`src/rtl/census_hamming_cost_pkg.sv`:
```
// rtl/census_hamming_cost_pkg.sv - shared constants, types and elaboration helpers for census_hamming_cost
// Contents: LATENCY, video control struct, clog2 / div_round_up / invalid_cost constant functions.
package census_hamming_cost_pkg;

   // Input sample to output, in clocks. Stage 1 (xor/mask), stage 2 (partials), stage 3 (sum).
   localparam int LATENCY = 3;

   typedef struct packed {
      logic de;
      logic h_sync;
      logic v_sync;
   } video_ctrl_t;

   // Ceiling log2; clog2(1) = 0.
   function automatic int clog2(input int value);
      int result;
      int rem;
      result = 0;
      rem    = value - 1;
      while (rem > 0) begin
         result = result + 1;
         rem    = rem >> 1;
      end
      return result;
   endfunction

   function automatic int div_round_up(input int num, input int den);
      return (num + den - 1) / den;
   endfunction

   // All-ones cost marks a disparity that has no right pixel yet on this line.
   function automatic int invalid_cost(input int cost_width);
      return (1 << cost_width) - 1;
   endfunction

endpackage

```
`src/rtl/census_hamming_cost_popcount_pipe.sv`:
```
// rtl/census_hamming_cost_popcount_pipe.sv - two-stage registered popcount of one xor vector
// Ports: clk, rst (sync, active high); data/valid/live from stage 1; cost is the stage-3 result.
module census_hamming_cost_popcount_pipe
   import census_hamming_cost_pkg::*;
#(
   parameter int WIDTH       = 49,
   parameter int GROUP_WIDTH = 7,
   parameter int COST_WIDTH  = 6
) (
   input  logic                  clk,
   input  logic                  rst,
   input  logic                  live,
   input  logic                  valid,
   input  logic [WIDTH-1:0]      data,
   output logic [COST_WIDTH-1:0] cost
);

   localparam int NUM_GROUPS = div_round_up(WIDTH, GROUP_WIDTH);
   localparam int PART_WIDTH = clog2(GROUP_WIDTH + 1);
   localparam int PAD_WIDTH  = NUM_GROUPS * GROUP_WIDTH;
   localparam logic [COST_WIDTH-1:0] INVALID_COST = COST_WIDTH'(invalid_cost(COST_WIDTH));

   logic [PAD_WIDTH-1:0]  data_pad;
   logic [PART_WIDTH-1:0] part_d [NUM_GROUPS];
   logic [PART_WIDTH-1:0] part_q [NUM_GROUPS];
   logic                  valid_q;
   logic                  live_q;
   logic [COST_WIDTH-1:0] sum;

   // Upper bits of the last group are zero so it can be counted like the others.
   assign data_pad = PAD_WIDTH'(data);

   always_comb begin
      part_d = '{default: '0};
      for (int g = 0; g < NUM_GROUPS; g++) begin
         for (int b = 0; b < GROUP_WIDTH; b++) begin
            part_d[g] = part_d[g] + PART_WIDTH'(data_pad[g*GROUP_WIDTH + b]);
         end
      end
   end

   always_comb begin
      sum = '0;
      for (int g = 0; g < NUM_GROUPS; g++) begin
         sum = sum + COST_WIDTH'(part_q[g]);
      end
   end

   always_ff @(posedge clk) begin
      if (rst) begin
         part_q  <= '{default: '0};
         valid_q <= 1'b0;
         live_q  <= 1'b0;
         cost    <= '0;
      end else begin
         part_q  <= part_d;
         valid_q <= valid;
         live_q  <= live;
         // Slots still flushing from reset stay at zero rather than reporting INVALID_COST.
         if (!live_q) begin
            cost <= '0;
         end else if (valid_q) begin
            cost <= sum;
         end else begin
            cost <= INVALID_COST;
         end
      end
   end

endmodule

```
`src/rtl/census_hamming_cost.sv`:
```
// rtl/census_hamming_cost.sv - per-disparity Hamming cost between left census and right census history
// Ports: clk, rst (sync, active high); de/h_sync/v_sync and census_left/right inputs;
//        de/h_sync/v_sync outputs delayed by LATENCY, aligned with cost_out (d at [d*COST_WIDTH +: COST_WIDTH]).
module census_hamming_cost
   import census_hamming_cost_pkg::*;
#(
   parameter int CENSUS_WIDTH  = 49,
   parameter int MAX_DISPARITY = 16,
   parameter int COST_WIDTH    = 6,
   parameter int GROUP_WIDTH   = 7
) (
   input  logic                                clk,
   input  logic                                rst,
   input  logic                                de_in,
   input  logic                                h_sync_in,
   input  logic                                v_sync_in,
   input  logic [CENSUS_WIDTH-1:0]             census_left_in,
   input  logic [CENSUS_WIDTH-1:0]             census_right_in,
   output logic                                de_out,
   output logic                                h_sync_out,
   output logic                                v_sync_out,
   output logic [MAX_DISPARITY*COST_WIDTH-1:0] cost_out
);

   localparam int CNT_WIDTH = clog2(MAX_DISPARITY) + 1;
   localparam logic [CNT_WIDTH-1:0] CNT_MAX = CNT_WIDTH'(MAX_DISPARITY);

   // hist_q[k-1] stores hist[k]; hist[0] is the live right input.
   logic [CENSUS_WIDTH-1:0]               hist_q [MAX_DISPARITY-1];
   logic [CENSUS_WIDTH-1:0]               hist   [MAX_DISPARITY];
   logic [CNT_WIDTH-1:0]                  col_cnt;
   logic [MAX_DISPARITY-1:0]              valid_d;
   logic [MAX_DISPARITY-1:0]              valid_q;
   logic [MAX_DISPARITY*CENSUS_WIDTH-1:0] xor_d;
   logic [MAX_DISPARITY*CENSUS_WIDTH-1:0] xor_q;
   logic                                  live_q;
   video_ctrl_t                           ctrl_q [LATENCY];

   always_comb begin
      hist[0] = census_right_in;
      for (int k = 1; k < MAX_DISPARITY; k++) begin
         hist[k] = hist_q[k-1];
      end
   end

   // col_cnt is the count before this pixel, so pixel n of a line validates d <= n.
   always_comb begin
      valid_d = '0;
      xor_d   = '0;
      for (int d = 0; d < MAX_DISPARITY; d++) begin
         valid_d[d] = (col_cnt >= CNT_WIDTH'(d));
         xor_d[d*CENSUS_WIDTH +: CENSUS_WIDTH] = census_left_in ^ hist[d];
      end
   end

   always_ff @(posedge clk) begin
      if (rst) begin
         for (int k = 0; k < MAX_DISPARITY - 1; k++) begin
            hist_q[k] <= '0;
         end
         col_cnt <= '0;
      end else begin
         if (de_in) begin
            for (int k = 0; k < MAX_DISPARITY - 1; k++) begin
               hist_q[k] <= hist[k];
            end
         end
         if (!de_in) begin
            col_cnt <= '0;
         end else if (col_cnt != CNT_MAX) begin
            col_cnt <= col_cnt + CNT_WIDTH'(1);
         end
      end
   end

   // Stage 1 plus the control delay line; live_q marks that the pipeline holds real samples.
   always_ff @(posedge clk) begin
      if (rst) begin
         xor_q   <= '0;
         valid_q <= '0;
         live_q  <= 1'b0;
         for (int i = 0; i < LATENCY; i++) begin
            ctrl_q[i] <= '0;
         end
      end else begin
         xor_q     <= xor_d;
         valid_q   <= valid_d;
         live_q    <= 1'b1;
         ctrl_q[0] <= {de_in, h_sync_in, v_sync_in};
         for (int i = 1; i < LATENCY; i++) begin
            ctrl_q[i] <= ctrl_q[i-1];
         end
      end
   end

   census_hamming_cost_popcount_pipe #(
      .WIDTH       (CENSUS_WIDTH),
      .GROUP_WIDTH (GROUP_WIDTH),
      .COST_WIDTH  (COST_WIDTH)
   ) u_popcount [MAX_DISPARITY-1:0] (
      .clk   (clk),
      .rst   (rst),
      .live  (live_q),
      .valid (valid_q),
      .data  (xor_q),
      .cost  (cost_out)
   );

   assign de_out     = ctrl_q[LATENCY-1].de;
   assign h_sync_out = ctrl_q[LATENCY-1].h_sync;
   assign v_sync_out = ctrl_q[LATENCY-1].v_sync;

endmodule

```
`config.mk`:
```
export PLATFORM = sky130hd
export DESIGN_NAME = census_hamming_cost
export DESIGN_NICKNAME = d
export VERILOG_FILES = /design/src/rtl/census_hamming_cost_pkg.sv /design/src/rtl/census_hamming_cost_popcount_pipe.sv /design/src/rtl/census_hamming_cost.sv
export SDC_FILE = /design/constraint.sdc
export NUM_CORES = 2
export LEC_CHECK = 0
export BUFFER_PORTS_ARGS = -buffer_cell sky130_fd_sc_hd__buf_2
export CAP_MARGIN = 20
export CORE_MARGIN = 1.5
export CORE_UTILIZATION = 55
export CTS_CLUSTER_DIAMETER = 100
export CTS_CLUSTER_SIZE = 10
export DETAILED_ROUTE_END_ITERATION = 10
export PLACE_DENSITY = 0.82
export SLEW_MARGIN = 20
export SYNTH_ARGS = -nofsm -noshare
export SYNTH_HDL_FRONTEND = slang
export SYNTH_SLANG_ARGS = --single-unit
```
`constraint.sdc`:
```
create_clock -name clk -period 24.9 [get_ports clk]
set_input_delay 4.98 -clock clk [delete_from_list [all_inputs] [get_ports clk]]
set_output_delay 4.98 -clock clk [all_outputs]
set_load 0.02 [all_outputs]
```
==> reports/metrics.yaml <==
relSlewSlack_pct: 25.6
dp.cells: 9806
syn_nets: 8864
switching_share_pct: 30.8
timing.critical_path.from_type: "input port"
whs_ns: 0.401
period_needed_ns: 8.78
die_w_um: 407
maxCapViolations: 0
fmax_ghz: 0.114
cts_tree: "built"
vias_per_cell: 4.88
synth_area_um2: 89600
yosys.area.top_type: "dfxtp_1"
fp.dieArea_um2: 165000
cts_buffers: 217
combinationalPowerShare_pct: 25.7
skew_ns: 0.0565
clock-sinks: 1999
ir_drop_mv: 0.0672
crit_fanout: 232
grt_use_total_pct: 23.5
vias: 49900
cts_setup_buffers: 0
min_path_type: "flip-flop to flip-flop"
gp_congestion: 0.868
p_int_mw: 6.37
hpwl_mm: 136
antenna_found_initial: 20
post-route-drc-count: 0
finalCritPeriodShare_pct: 35.2
area_growth_pct: 9.78
dr.pass1.iters: 6
holdBufCountCts: 0
crit_type: "input port to flip-flop"
status: "finished, final reports clean"
grt_setup_unrepaired: "no"
synthFlopType: "dfxtp_1"
insertion_delay_ns: 0.86
cts_resized: 0
cts_buffer_depth: 3
grt_first_pass_wirelength_mm: 295
grt_pass1_vias: 53100
htree_levels: 4
reg2reg_setup_slack_ns: 20.39
drt-initial-drc-count: 3426
ant_nets: 0
fp.dieH_um: 407
setup_viol: 0
power_density_nw_per_um2: 93.7
grt_max_degree: 254
ioPinCount: 202
layout.cells.non_filler: 10200
critical_path_arrival_ns: 9.33
final_max_slew_viol_count: 0
port_buffers: 201
wl_per_cell_um: 18.6
yosysTopAreaCellShare_pct: 28.3
synth.avg_cell_area_um2: 11.6
drive_above_1_share_pct: 5.72
synth_edf_count: 735
crit_required_ns: 25.45
synth_area_leaders: "dfxtp_1 (28%), edfxtp_1 (25%), fa_1 (12%)"
yosysSeqAreaShare_pct: 52.9
p_seq_share_pct: 42.6
leakagePower_nw: 42.4
p_sw_mw: 2.84
worst_pin_slew_ns: 1.12
cts-root-buf: "clkbuf_16"
netlist-cell-type-count: 36
grt_overflow_total: 0
p_clk_share_pct: 31.7
fin_nets: 8982
report.final.hold_viol_count: 0
start_util_pct: 55.6
async_reset_ff_share_pct: 0
syn_inst: 7748
coreArea_um2: 161000
crit_path_end_kind: "flip-flop"
finalSetupTns_ns: 0
postRouteWirelength_mm: 190
ys_ff_latch: 1999
clk_pin_slew_ns: 0.05
fp-row-count: 147
yosysWarnings: 0
## cells in the final DEF, fill, tap and decap left out, drive strengths merged, types with 2 or more instances in the layout
| cell | netlist | layout |
|---|---|---|
| a41oi | 16 | 16 |
| diode | 0 | 13 |
| nand2b | 2 | 2 |
| o21ai | 2 | 2 |
| fa | 544 | 544 |
| nor2 | 1014 | 1014 |
| xor2 | 144 | 144 |
| nor3 | 2 | 2 |
| nor2b | 383 | 383 |
| a21o | 32 | 32 |
| edfxtp | 735 | 735 |
| buf | 225 | 224 |
| a21oi | 91 | 91 |
| ha | 469 | 469 |
| mux2i | 3 | 3 |
| inv | 1398 | 1404 |
| and2 | 490 | 490 |
| nand2 | 16 | 16 |
| nand3 | 18 | 18 |
| clkinv | 0 | 7 |
| or3b | 2 | 2 |
| dfxtp | 1264 | 1264 |
| xnor2 | 785 | 785 |
| nand3b | 4 | 4 |
| clkbuf | 100 | 386 |
## through the flow
step | cell area [um^2] | util [%] | power, mW | setup WS [ns]
CTS | 98300 | 61.0 | 9.27 | 16.33
global route | 98300 | 61.0 | 9.78 | 15.89
global placement | 91900 | 57.0 | 6.20 | 15.57
floorplan | 89600 | - | 5.59 | 9.84
detailed placement | 91900 | 57.0 | 6.33 | 15.42
finish | 98300 | 61.0 | 9.21 | 16.12
## worst max-delay path, cell delays in order
cell and delay [ns]:
buf_8 0.50, buf_4 0.87, buf_4 0.80, buf_12 0.65
buf_12 0.70, nor2b_1 0.12
## synth_stat cells, types with 2 or more instances
cell type / n
and2_1: 490
nand3_1: 18
dfxtp_1: 1264
a21oi_1: 91
o21ai_0: 2
nor2b_1: 383
ha_1: 469
buf_6: 8
nand2b_1: 2
clkbuf_2: 47
edfxtp_1: 735
nor2_1: 1014
fa_1: 544
mux2i_1: 3
a21o_1: 32
clkbuf_1: 53
buf_2: 216
xnor2_1: 785
nand2_1: 16
xor2_1: 144
nand3b_1: 4
nor3_1: 2
a41oi_1: 16
inv_1: 1398
## registers in the layout, indices dropped and copies added, names as in the netlist
| name | flops |
|---|---|
| col_cnt | 5 |
| ctrl_q | 9 |
| hist_q | 735 |
| live_q | 1 |
| u_popcount.cost | 96 |
| u_popcount.live_q | 1 |
| u_popcount.part_q | 336 |
| u_popcount.valid_q | 16 |
| valid_q | 16 |
| xor_q | 784 |
## layout make-up
type                       instances  area (um^2)
clock buffer                     386         6090
sequential                      1999        47400
antenna                           13         32.5
fill                           11800        62800
timing repair buffer             224         1260
multi-input combinational       4026        35300
clock inverter                    13          269
tap                             2160         2700
inverter                        1398         5250
## power groups by stage
stage	sequential [mW]	combinational [mW]	clock [mW]
3_5_place_dp	3.99	2.34	0
5_1_grt	3.96	2.74	3.09
4_1_cts	3.93	2.39	2.95
2_1_floorplan	3.94	1.64	0
6_report	3.93	2.37	2.92
3_3_place_gp	3.98	2.22	0
## cell families after synthesis
family,after synthesis,share of synthesized area [%]
flops,1999,52.9
compound gates,145,0.979
mux,3,0.0335
xor+xnor,929,9.08
simple gates,1936,10.6
fa+ha+maj,1013,18.7
buf+inv,1723,7.66
## per-layer routing
metal / GRT usage (%) / share of wire [%] / routed length (um) / vias to the layer above
li1: - / - / - / 23400
met1: 29.0 / 40 / 76100 / 25000
met2: 41.0 / 51 / 97300 / 1110
met3: 3.65 / 4.7 / 8970 / 346
met4: 9.67 / 3.8 / 7160 / 6
met5: 0 / 0.024 / 46 / -
## path summary, 6_finish.rpt
kind                             from                    end  cells after the start
max reg2reg  u_popcount[7].part_q[15]  u_popcount[7].cost[4]                     13
min                      ctrl_q[0][0]           ctrl_q[0][3]                      1
max                               rst         hist_q[1][252]                      6
min reg2reg              ctrl_q[0][0]           ctrl_q[0][3]                      1
(Power assumes the default switching activity.)
